**src/rtl/digit_pkg.sv**
```systemverilog
// Shared constants, FSM encoding and digit types for the score digit overlay.
// Glyph ROM layout: digit-major, then row-major, WIDTH*HEIGHT bits per glyph.
package digit_pkg;
    localparam int WIDTH       = 25;
    localparam int HEIGHT      = 52;
    localparam int NDIG        = 4;
    localparam int GLYPH_WORDS = WIDTH * HEIGHT;
    localparam int ROM_AW      = 14;
    localparam int VAL_W       = 14;

    localparam logic [VAL_W-1:0] VAL_MAX = 14'd9999;

    typedef enum logic {
        IDLE    = 1'b0,
        CONVERT = 1'b1
    } conv_state_e;

    typedef logic [3:0] bcd_t;
    // Index NDIG-1 holds the thousands digit (shown in slot 0).
    typedef bcd_t [NDIG-1:0] bcd_vec_t;

    function automatic logic [ROM_AW-1:0] glyph_addr(bcd_t d, logic [ROM_AW-1:0] row,
                                                     logic [ROM_AW-1:0] col);
        logic [ROM_AW-1:0] base;
        base = ROM_AW'(d) * ROM_AW'(GLYPH_WORDS);
        return base + row * ROM_AW'(WIDTH) + col;
    endfunction
endpackage

```
**src/rtl/score_digits_ctrl_if.sv**
```systemverilog
// Score source, raster position, glyph ROM and mixer signals of the score overlay.
// master = surrounding system (score source, VGA timing, ROM, mixer); slave = the controller.
interface score_digits_ctrl_if;
    import digit_pkg::*;

    logic [VAL_W-1:0]  value;
    logic              value_valid;
    logic              value_ready;
    logic [10:0]       hcount;
    logic [9:0]        vcount;
    logic [ROM_AW-1:0] rom_addr;
    logic              rom_data;
    logic [11:0]       pixel;
    logic              overlap;

    modport master (
        output value, value_valid, hcount, vcount, rom_data,
        input  value_ready, rom_addr, pixel, overlap
    );

    modport slave (
        input  value, value_valid, hcount, vcount, rom_data,
        output value_ready, rom_addr, pixel, overlap
    );
endinterface

```
**src/rtl/bin2bcd_seq.sv**
```systemverilog
// Sequential binary-to-BCD converter (shift-add-3), one input bit per cycle.
// Values above 9999 are clamped; done_o pulses with the result on bcd_o.
module bin2bcd_seq
    import digit_pkg::*;
(
    input  logic             clk_i,
    input  logic             rst_i,
    input  logic [VAL_W-1:0] value_i,
    input  logic             valid_i,
    output logic             ready_o,
    output logic             done_o,
    output bcd_vec_t         bcd_o
);
    localparam int CNT_W = $clog2(VAL_W);

    conv_state_e      state_q, state_d;
    logic [VAL_W-1:0] bin_q, bin_d;
    bcd_vec_t         bcd_q, bcd_d, adj;
    logic [CNT_W-1:0] cnt_q, cnt_d;

    for (genvar i = 0; i < NDIG; i++) begin : g_adj
        assign adj[i] = (bcd_q[i] >= 4'd5) ? bcd_q[i] + 4'd3 : bcd_q[i];
    end

    always_ff @(posedge clk_i or posedge rst_i) begin
        if (rst_i) begin
            state_q <= IDLE;
            bin_q   <= '0;
            bcd_q   <= '0;
            cnt_q   <= '0;
        end else begin
            state_q <= state_d;
            bin_q   <= bin_d;
            bcd_q   <= bcd_d;
            cnt_q   <= cnt_d;
        end
    end

    always_comb begin
        state_d = state_q;
        bin_d   = bin_q;
        bcd_d   = bcd_q;
        cnt_d   = cnt_q;
        done_o  = 1'b0;
        ready_o = (state_q == IDLE);
        case (state_q)
            IDLE: begin
                if (valid_i) begin
                    state_d = CONVERT;
                    bin_d   = (value_i > VAL_MAX) ? VAL_MAX : value_i;
                    bcd_d   = '0;
                    cnt_d   = '0;
                end
            end
            CONVERT: begin
                {bcd_d, bin_d} = {adj, bin_q} << 1;
                cnt_d = cnt_q + 1'b1;
                if (cnt_q == CNT_W'(VAL_W - 1)) begin
                    state_d = IDLE;
                    done_o  = 1'b1;
                end
            end
            default: state_d = IDLE;
        endcase
    end

    // Result is taken from the final shift so it lands in the same cycle FSM returns to IDLE.
    assign bcd_o = bcd_d;
endmodule

```
**src/rtl/score_digits_ctrl.sv**
```systemverilog
// Score overlay: BCD conversion, tear-free commit at UPDATE_LINE, slot decode and 2-stage glyph ROM pipeline.
// Optional LEADING_ZERO_BLANK_EN: blank leading-zero digits in slots 0..NDIG-2.
module score_digits_ctrl
    import digit_pkg::*;
#(
    parameter logic [10:0] X0          = 11'd0,
    parameter logic [9:0]  Y0          = 10'd0,
    parameter int          GAP         = 4,
    parameter int          UPDATE_LINE = 768,
    parameter logic [11:0] COLOR       = 12'hFFF
) (
    input  logic               pixel_clk,
    input  logic               reset,
    score_digits_ctrl_if.slave bus
);
    localparam int PITCH  = WIDTH + GAP;
    localparam int STAGES = 2;

    logic     conv_done;
    bcd_vec_t conv_bcd;

    bin2bcd_seq u_conv (
        .clk_i   (pixel_clk),
        .rst_i   (reset),
        .value_i (bus.value),
        .valid_i (bus.value_valid),
        .ready_o (bus.value_ready),
        .done_o  (conv_done),
        .bcd_o   (conv_bcd)
    );

    bcd_vec_t pend_q, pend_d, comm_q, comm_d;
    logic     pend_flag_q, pend_flag_d;
    logic     commit;

    assign commit = pend_flag_q && (bus.hcount == 11'd0) && (bus.vcount == 10'(UPDATE_LINE));

    // A conversion finishing on the commit cycle stays pending for the next frame.
    always_comb begin
        pend_d      = pend_q;
        pend_flag_d = pend_flag_q;
        comm_d      = comm_q;
        if (commit) begin
            comm_d      = pend_q;
            pend_flag_d = 1'b0;
        end
        if (conv_done) begin
            pend_d      = conv_bcd;
            pend_flag_d = 1'b1;
        end
    end

    logic [NDIG-1:0]              hit, show;
    logic [NDIG-1:0][ROM_AW-1:0]  slot_addr;

    for (genvar i = 0; i < NDIG; i++) begin : g_slot
        localparam int XS = int'(X0) + i * PITCH;
        logic [11:0] dx;
        logic [10:0] dy;

        assign dx = {1'b0, bus.hcount} - 12'(XS);
        assign dy = {1'b0, bus.vcount} - {1'b0, Y0};
        assign hit[i] = ({1'b0, bus.hcount} >= 12'(XS)) && (dx < 12'(WIDTH)) &&
                        (bus.vcount >= Y0) && (dy < 11'(HEIGHT));
        assign slot_addr[i] = glyph_addr(comm_q[NDIG-1-i], ROM_AW'(dy), ROM_AW'(dx));

`ifdef LEADING_ZERO_BLANK_EN
        if (i < NDIG - 1) begin : g_blank
            // Visible once any digit from the most significant down to this one is non-zero.
            assign show[i] = |comm_q[NDIG-1 -: i+1];
        end else begin : g_keep
            assign show[i] = 1'b1;
        end
`else
        assign show[i] = 1'b1;
`endif
    end

    logic [ROM_AW-1:0] addr_d, rom_addr_q;
    logic              ov_d, s1_ov_q, ov_q;
    logic [STAGES:1]   vld_pipe_q;

    always_comb begin
        addr_d = '0;
        ov_d   = 1'b0;
        for (int i = 0; i < NDIG; i++) begin
            if (hit[i]) begin
                addr_d = slot_addr[i];
                ov_d   = show[i];
            end
        end
    end

    always_ff @(posedge pixel_clk or posedge reset) begin
        if (reset) begin
            pend_q      <= '0;
            comm_q      <= '0;
            pend_flag_q <= 1'b0;
            rom_addr_q  <= '0;
            s1_ov_q     <= 1'b0;
            ov_q        <= 1'b0;
            vld_pipe_q  <= '0;
        end else begin
            pend_q      <= pend_d;
            comm_q      <= comm_d;
            pend_flag_q <= pend_flag_d;
            rom_addr_q  <= addr_d;
            s1_ov_q     <= ov_d;
            ov_q        <= s1_ov_q & vld_pipe_q[1];
            vld_pipe_q  <= {vld_pipe_q[STAGES-1:1], 1'b1};
        end
    end

    logic ov_out;
    assign ov_out       = ov_q & vld_pipe_q[STAGES];
    assign bus.rom_addr = rom_addr_q;
    assign bus.overlap  = ov_out;
    // ROM data arrives in the same cycle as ov_q, so the colour gate is combinational.
    assign bus.pixel    = (ov_out && bus.rom_data) ? COLOR : 12'h000;
endmodule

```
**src/flat_wrapper.sv**
```systemverilog
// flat-port wrapper written by rule: the top's interface ports become plain ports
module score_digits_ctrl_flat import digit_pkg::*;
#(
    parameter logic [10:0] X0          = 11'd0,
    parameter logic [9:0]  Y0          = 10'd0,
    parameter int          GAP         = 4,
    parameter int          UPDATE_LINE = 768,
    parameter logic [11:0] COLOR       = 12'hFFF
)
  (pixel_clk, reset, bus_value, bus_value_valid, bus_hcount, bus_vcount, bus_rom_data, bus_value_ready, bus_rom_addr, bus_pixel, bus_overlap);
  score_digits_ctrl_if bus_i ();
  input  logic pixel_clk;
  input  logic reset;
  input wire logic [$bits(bus_i.value)-1:0] bus_value;
  input wire logic [$bits(bus_i.value_valid)-1:0] bus_value_valid;
  input wire logic [$bits(bus_i.hcount)-1:0] bus_hcount;
  input wire logic [$bits(bus_i.vcount)-1:0] bus_vcount;
  input wire logic [$bits(bus_i.rom_data)-1:0] bus_rom_data;
  output wire logic [$bits(bus_i.value_ready)-1:0] bus_value_ready;
  output wire logic [$bits(bus_i.rom_addr)-1:0] bus_rom_addr;
  output wire logic [$bits(bus_i.pixel)-1:0] bus_pixel;
  output wire logic [$bits(bus_i.overlap)-1:0] bus_overlap;
  assign bus_i.value = bus_value;
  assign bus_i.value_valid = bus_value_valid;
  assign bus_i.hcount = bus_hcount;
  assign bus_i.vcount = bus_vcount;
  assign bus_i.rom_data = bus_rom_data;
  assign bus_value_ready = bus_i.value_ready;
  assign bus_rom_addr = bus_i.rom_addr;
  assign bus_pixel = bus_i.pixel;
  assign bus_overlap = bus_i.overlap;
  score_digits_ctrl #(.X0(X0), .Y0(Y0), .GAP(GAP), .UPDATE_LINE(UPDATE_LINE), .COLOR(COLOR)) u_core (.pixel_clk(pixel_clk), .reset(reset), .bus(bus_i));
endmodule
```
**config.mk**
```make
export PLATFORM = sky130hd
export DESIGN_NAME = score_digits_ctrl_flat
export DESIGN_NICKNAME = d
export VERILOG_FILES = /design/src/rtl/digit_pkg.sv /design/src/rtl/score_digits_ctrl_if.sv /design/src/rtl/bin2bcd_seq.sv /design/src/rtl/score_digits_ctrl.sv /design/src/flat_wrapper.sv
export SDC_FILE = /design/constraint.sdc
export NUM_CORES = 1
export LEC_CHECK = 0
export BUFFER_PORTS_ARGS = -buffer_cell sky130_fd_sc_hd__buf_2
export CAP_MARGIN = 10
export CORE_ASPECT_RATIO = 0.75
export CORE_MARGIN = 1
export CORE_UTILIZATION = 55
export DETAILED_ROUTE_END_ITERATION = 6
export PLACE_DENSITY = 0.79
export SLEW_MARGIN = 20
export SYNTH_ARGS = -nofsm -noshare
export SYNTH_HDL_FRONTEND = slang
export SYNTH_HIERARCHICAL = 1
export SYNTH_SLANG_ARGS = --single-unit
```
**constraint.sdc**
```tcl
create_clock -name pixel_clk -period 7.8 [get_ports pixel_clk]
set_input_delay 1.17 -clock pixel_clk [delete_from_list [all_inputs] [get_ports pixel_clk]]
set_output_delay 1.17 -clock pixel_clk [all_outputs]
set_load 0.02 [all_outputs]
```
==> flow_summary.json <==
{
  "avgSynthCellArea_sq_um": 9.24,
  "critPathKind": "primary input to register",
  "ys_types": 79,
  "skew_ns": 0.00787,
  "fin_tns_setup_ns": 0,
  "cts_tree": "yes",
  "insertion_delay_ns": 0.35,
  "worst_pin_slew_ns": 1.01,
  "synth-seq-cells": 86,
  "slowest_stage": "xnor2_1",
  "design.die.area_sq_um": 18400,
  "syn_area_sq_um": 9820,
  "cp.required_ns": 8.04,
  "cts_buffers": 9,
  "hold_path.class": "register to register",
  "powerDensity_nw_per_um2": 288,
  "grt-ovfl-total": 0,
  "cp_cell_sequence": "buf_2 > inv_1 > ha_1 > ha_1 > fa_1 > ha_1 > nand3_1 > o2111ai_1 > xnor2_1 > inv_1 > xnor2_1 > ha_1 > ha_1 > a21oi_1 > o21ai_0 > or3_1 > o311ai_0 > xnor2_1 > nor2_1 > a211oi_1",
  "fmaxAchievable_mhz": 153,
  "dp_hpwl_um": 19700,
  "die_w_um": 156,
  "postSynthCellCount": 1063,
  "clkPwrFrac_pct": 14.6,
  "wl_per_cell_um": 18.4,
  "final_max_slew_viol_count": 0,
  "whs_endpoint": "u_core/vld_pipe_q[2]",
  "track_usage_pct": 28.5,
  "antenna_found_initial": 0,
  "grt_pass1_vias": 7788,
  "dp_cells": 1332,
  "cts_max_level": 3,
  "io_pins": 67,
  "antenna_cells": 0,
  "drive_above_1_share_pct": 12.3,
  "vdd_drop_max_uv": 161,
  "coreArea_sq_um": 17100,
  "hold-path-cell-count": 0,
  "place_congestion": 0.971,
  "dominantRegCellSynth": "dfrtp_1",
  "cp-start-kind": "primary input",
  "routed_wl_um": 24800,
  "synthArstFlopShare_pct": 100,
  "rows": 41,
  "netlist_top_cells_area": "dfrtp_1 22%, ha_1 18%, fa_1 9.0%, xnor2_1 7.3%, inv_1 4.4%",
  "grt_max_degree": 52,
  "viasPerCell": 5.97,
  "drc": 0,
  "instances_no_fill": 1348,
  "leakage_nw": 5.36,
  "seqPwrFrac_pct": 21.5,
  "finalSetupViolCount": 0,
  "fin_nets": 1335,
  "worstPathArrival_ns": 6.77,
  "ant_nets": 0,
  "multi_input_area_sq_um": 7000,
  "cp-startpoint": "bus_vcount[2]",
  "yosysTopAreaCell": "dfrtp_1",
  "synth-edff-count": 0,
  "syn2layout_area_growth_pct": 7.59,
  "min_period_ns": 6.53,
  "switchingPower_mw": 1.39,
  "drtIter0Drc": 721,
  "reg2reg_from": "u_core/comm_q[9]",
  "hold_violations": 0,
  "slew-limit-headroom_pct": 32.2,
  "cts.clk_slew.worst_paths_ns": 0.06,
  "r2r_cells": 14,
  "cts_setup_buffers": 0,
  "critPathMostFrequentCell": "ha_1",
  "seqCellArea_sq_um": 2150,
  "die_h_um": 118,
  "pwr-share-comb_pct": 63.9,
  "switching_share_pct": 45.8,
  "cp-end-kind": "register",
  "vias": 8044,
  "start_util_pct": 57.3,
  "crit_fanout": 5,
  "cts-root-buf": "clkbuf_16",
  "seq_area_frac_synth_pct": 21.9,
  "fillers": 1463,
  "grt_pass1_wl_um": 40400,
  "portBuffers": 66,
  "syn-num-nets": 1291,
  "drt_first_pass_iters": 7,
  "p_int_mw": 1.65,
  "fin_crit_sh_pct": 83.8,
  "max_stage_delay_ns": 0.58,
  "hp-start": "u_core/vld_pipe_q[1]",
  "rrSetupSlack_ns": 3.43,
  "ctsHoldBuffers": 0,
  "status": "complete, no violations",
  "clock_sinks": 86,
  "r2r_end": "u_core/bus.rom_addr[13]",
  "cts_buffer_depth": 2,
  "yosysWarningCount": 6,
  "rsz0062_at_grt": "false",
  "max_cap_violations": 0,
  "post_cts_resized": 0,
  "yosysTopAreaCellShare_pct": 21.9
}
## metrics by stage
stage          cell area (sq um)  hold slack, ns  util, %  worst slack (ns)  total power [mW]
3_5_place_dp               10300           0.353     59.9             0.939              2.54
3_3_place_gp               10300           0.352     59.9              1.08              2.48
5_1_grt                    10600           0.390     61.7             0.855              3.30
6_report                   10600           0.365     61.7              1.27              3.04
2_1_floorplan               9820           0.346        -              1.90              2.12
4_1_cts                    10600           0.368     61.7              1.31              3.01
## worst max path at each step
| stage | to |
|---|---|
| after floorplan | u_core/bus.rom_addr[13] |
| after global placement | u_core/bus.rom_addr[13] |
| after detailed placement | u_core/bus.rom_addr[13] |
| after CTS | u_core/bus.rom_addr[13] |
| after global routing | u_core/bus.rom_addr[13] |
| final | u_core/bus.rom_addr[13] |
## registers in the layout, indices dropped and copies added (netlist names)
| register | cells |
|---|---|
| u_core/ov_q | 1 |
| u_core/u_conv/bin_q | 14 |
| u_core/u_conv/bcd_q | 16 |
| u_core/bus.rom_addr | 14 |
| u_core/u_conv/cnt_q | 4 |
| u_core/comm_q | 16 |
| u_core/s1_ov_q | 1 |
| u_core/vld_pipe_q | 2 |
| u_core/pend_q | 16 |
| u_core/pend_flag_q | 1 |
| u_core/u_conv/state_q | 1 |
## layout by cell type, fill, tap and decap left out, types with 4 or more instances in the layout
| cell | n |
|---|---|
| buf_2 | 66 |
| a221oi_1 | 4 |
| o21ai_1 | 4 |
| buf_4 | 5 |
| o21bai_1 | 16 |
| inv_1 | 114 |
| o22ai_1 | 7 |
| dfrtp_1 | 86 |
| nor2b_1 | 5 |
| a211oi_1 | 10 |
| nand2b_1 | 7 |
| and3_1 | 13 |
| nand2_1 | 63 |
| fa_1 | 44 |
| nor2_1 | 52 |
| nand4_1 | 4 |
| a21o_1 | 22 |
| xor2_1 | 31 |
| and2_1 | 4 |
| nor3b_1 | 12 |
| o211ai_1 | 8 |
| nor3_1 | 19 |
| o31ai_1 | 7 |
| xnor2_1 | 82 |
| o21a_1 | 9 |
| mux2_2 | 32 |
| ha_1 | 145 |
| mux2i_1 | 9 |
| nand3b_1 | 4 |
| o21ai_0 | 44 |
| or3_1 | 10 |
| a21oi_1 | 56 |
| clkbuf_16 | 9 |
| a31oi_1 | 14 |
| nand3_1 | 21 |
## per-layer routing
metal	global-route usage, %	wire length (um)
met5	0	0
met4	6.00	340
met3	7.44	2660
met2	40.8	10400
met1	42.7	11400
## kinds of logic after synthesis
logic type                 synth area share (%)
adders and majority gates                  27.4
AOI/OAI and AO/OA                          16.9
buffers and inverters                      6.82
muxes                                      4.59
xor gates and xnor gates                   10.5
other                                    0.0382
and+or+nand+nor                            11.8
DFF                                        21.9
## power groups by stage
stage	Clock (mW)	Sequential [mW]	Combinational, mW
4_1_cts	0.457	0.652	1.90
3_3_place_gp	0	0.655	1.83
6_report	0.446	0.653	1.94
5_1_grt	0.477	0.671	2.15
2_1_floorplan	0	0.635	1.48
3_5_place_dp	0	0.658	1.88
## worst max-delay path: cells and delay by family
kind / cells / cell delay (ns)
AOI/OAI and AO/OA: 5 / 1.26
buffers and inverters: 3 / 0.67
xor gates and xnor gates: 3 / 1.06
and+or+nand+nor: 3 / 0.52
adders and majority gates: 6 / 2.09
## final cells by class
type                       count  share of cell area [%]
inverter                     118                    4.20
sequential                    86                    20.4
clock inverter                 6                   0.651
timing repair buffer          71                    3.48
multi-input combinational    821                    66.2
clock buffer                  10                    2.26
tap                          236                    2.79
## synthesized netlist by cell type, types with 5 or more instances
cell	count
mux2i_1	9
a21o_1	22
o21ai_0	44
ha_1	145
o31ai_1	7
o22ai_1	7
inv_1	115
a21oi_1	56
fa_1	44
buf_2	7
nand3_1	21
or3_1	10
nor3b_1	12
clkbuf_1	12
xnor2_1	82
a211oi_1	10
buf_4	16
and3_1	13
o211ai_1	8
dfrtp_1	86
nand2b_1	7
nor3_1	19
mux2_2	32
nor2b_1	5
a31oi_1	14
nand2_1	63
o21a_1	9
nor2_1	52
xor2_1	31
o21bai_1	16
No activity file was read; power rests on OpenSTA's default activity.
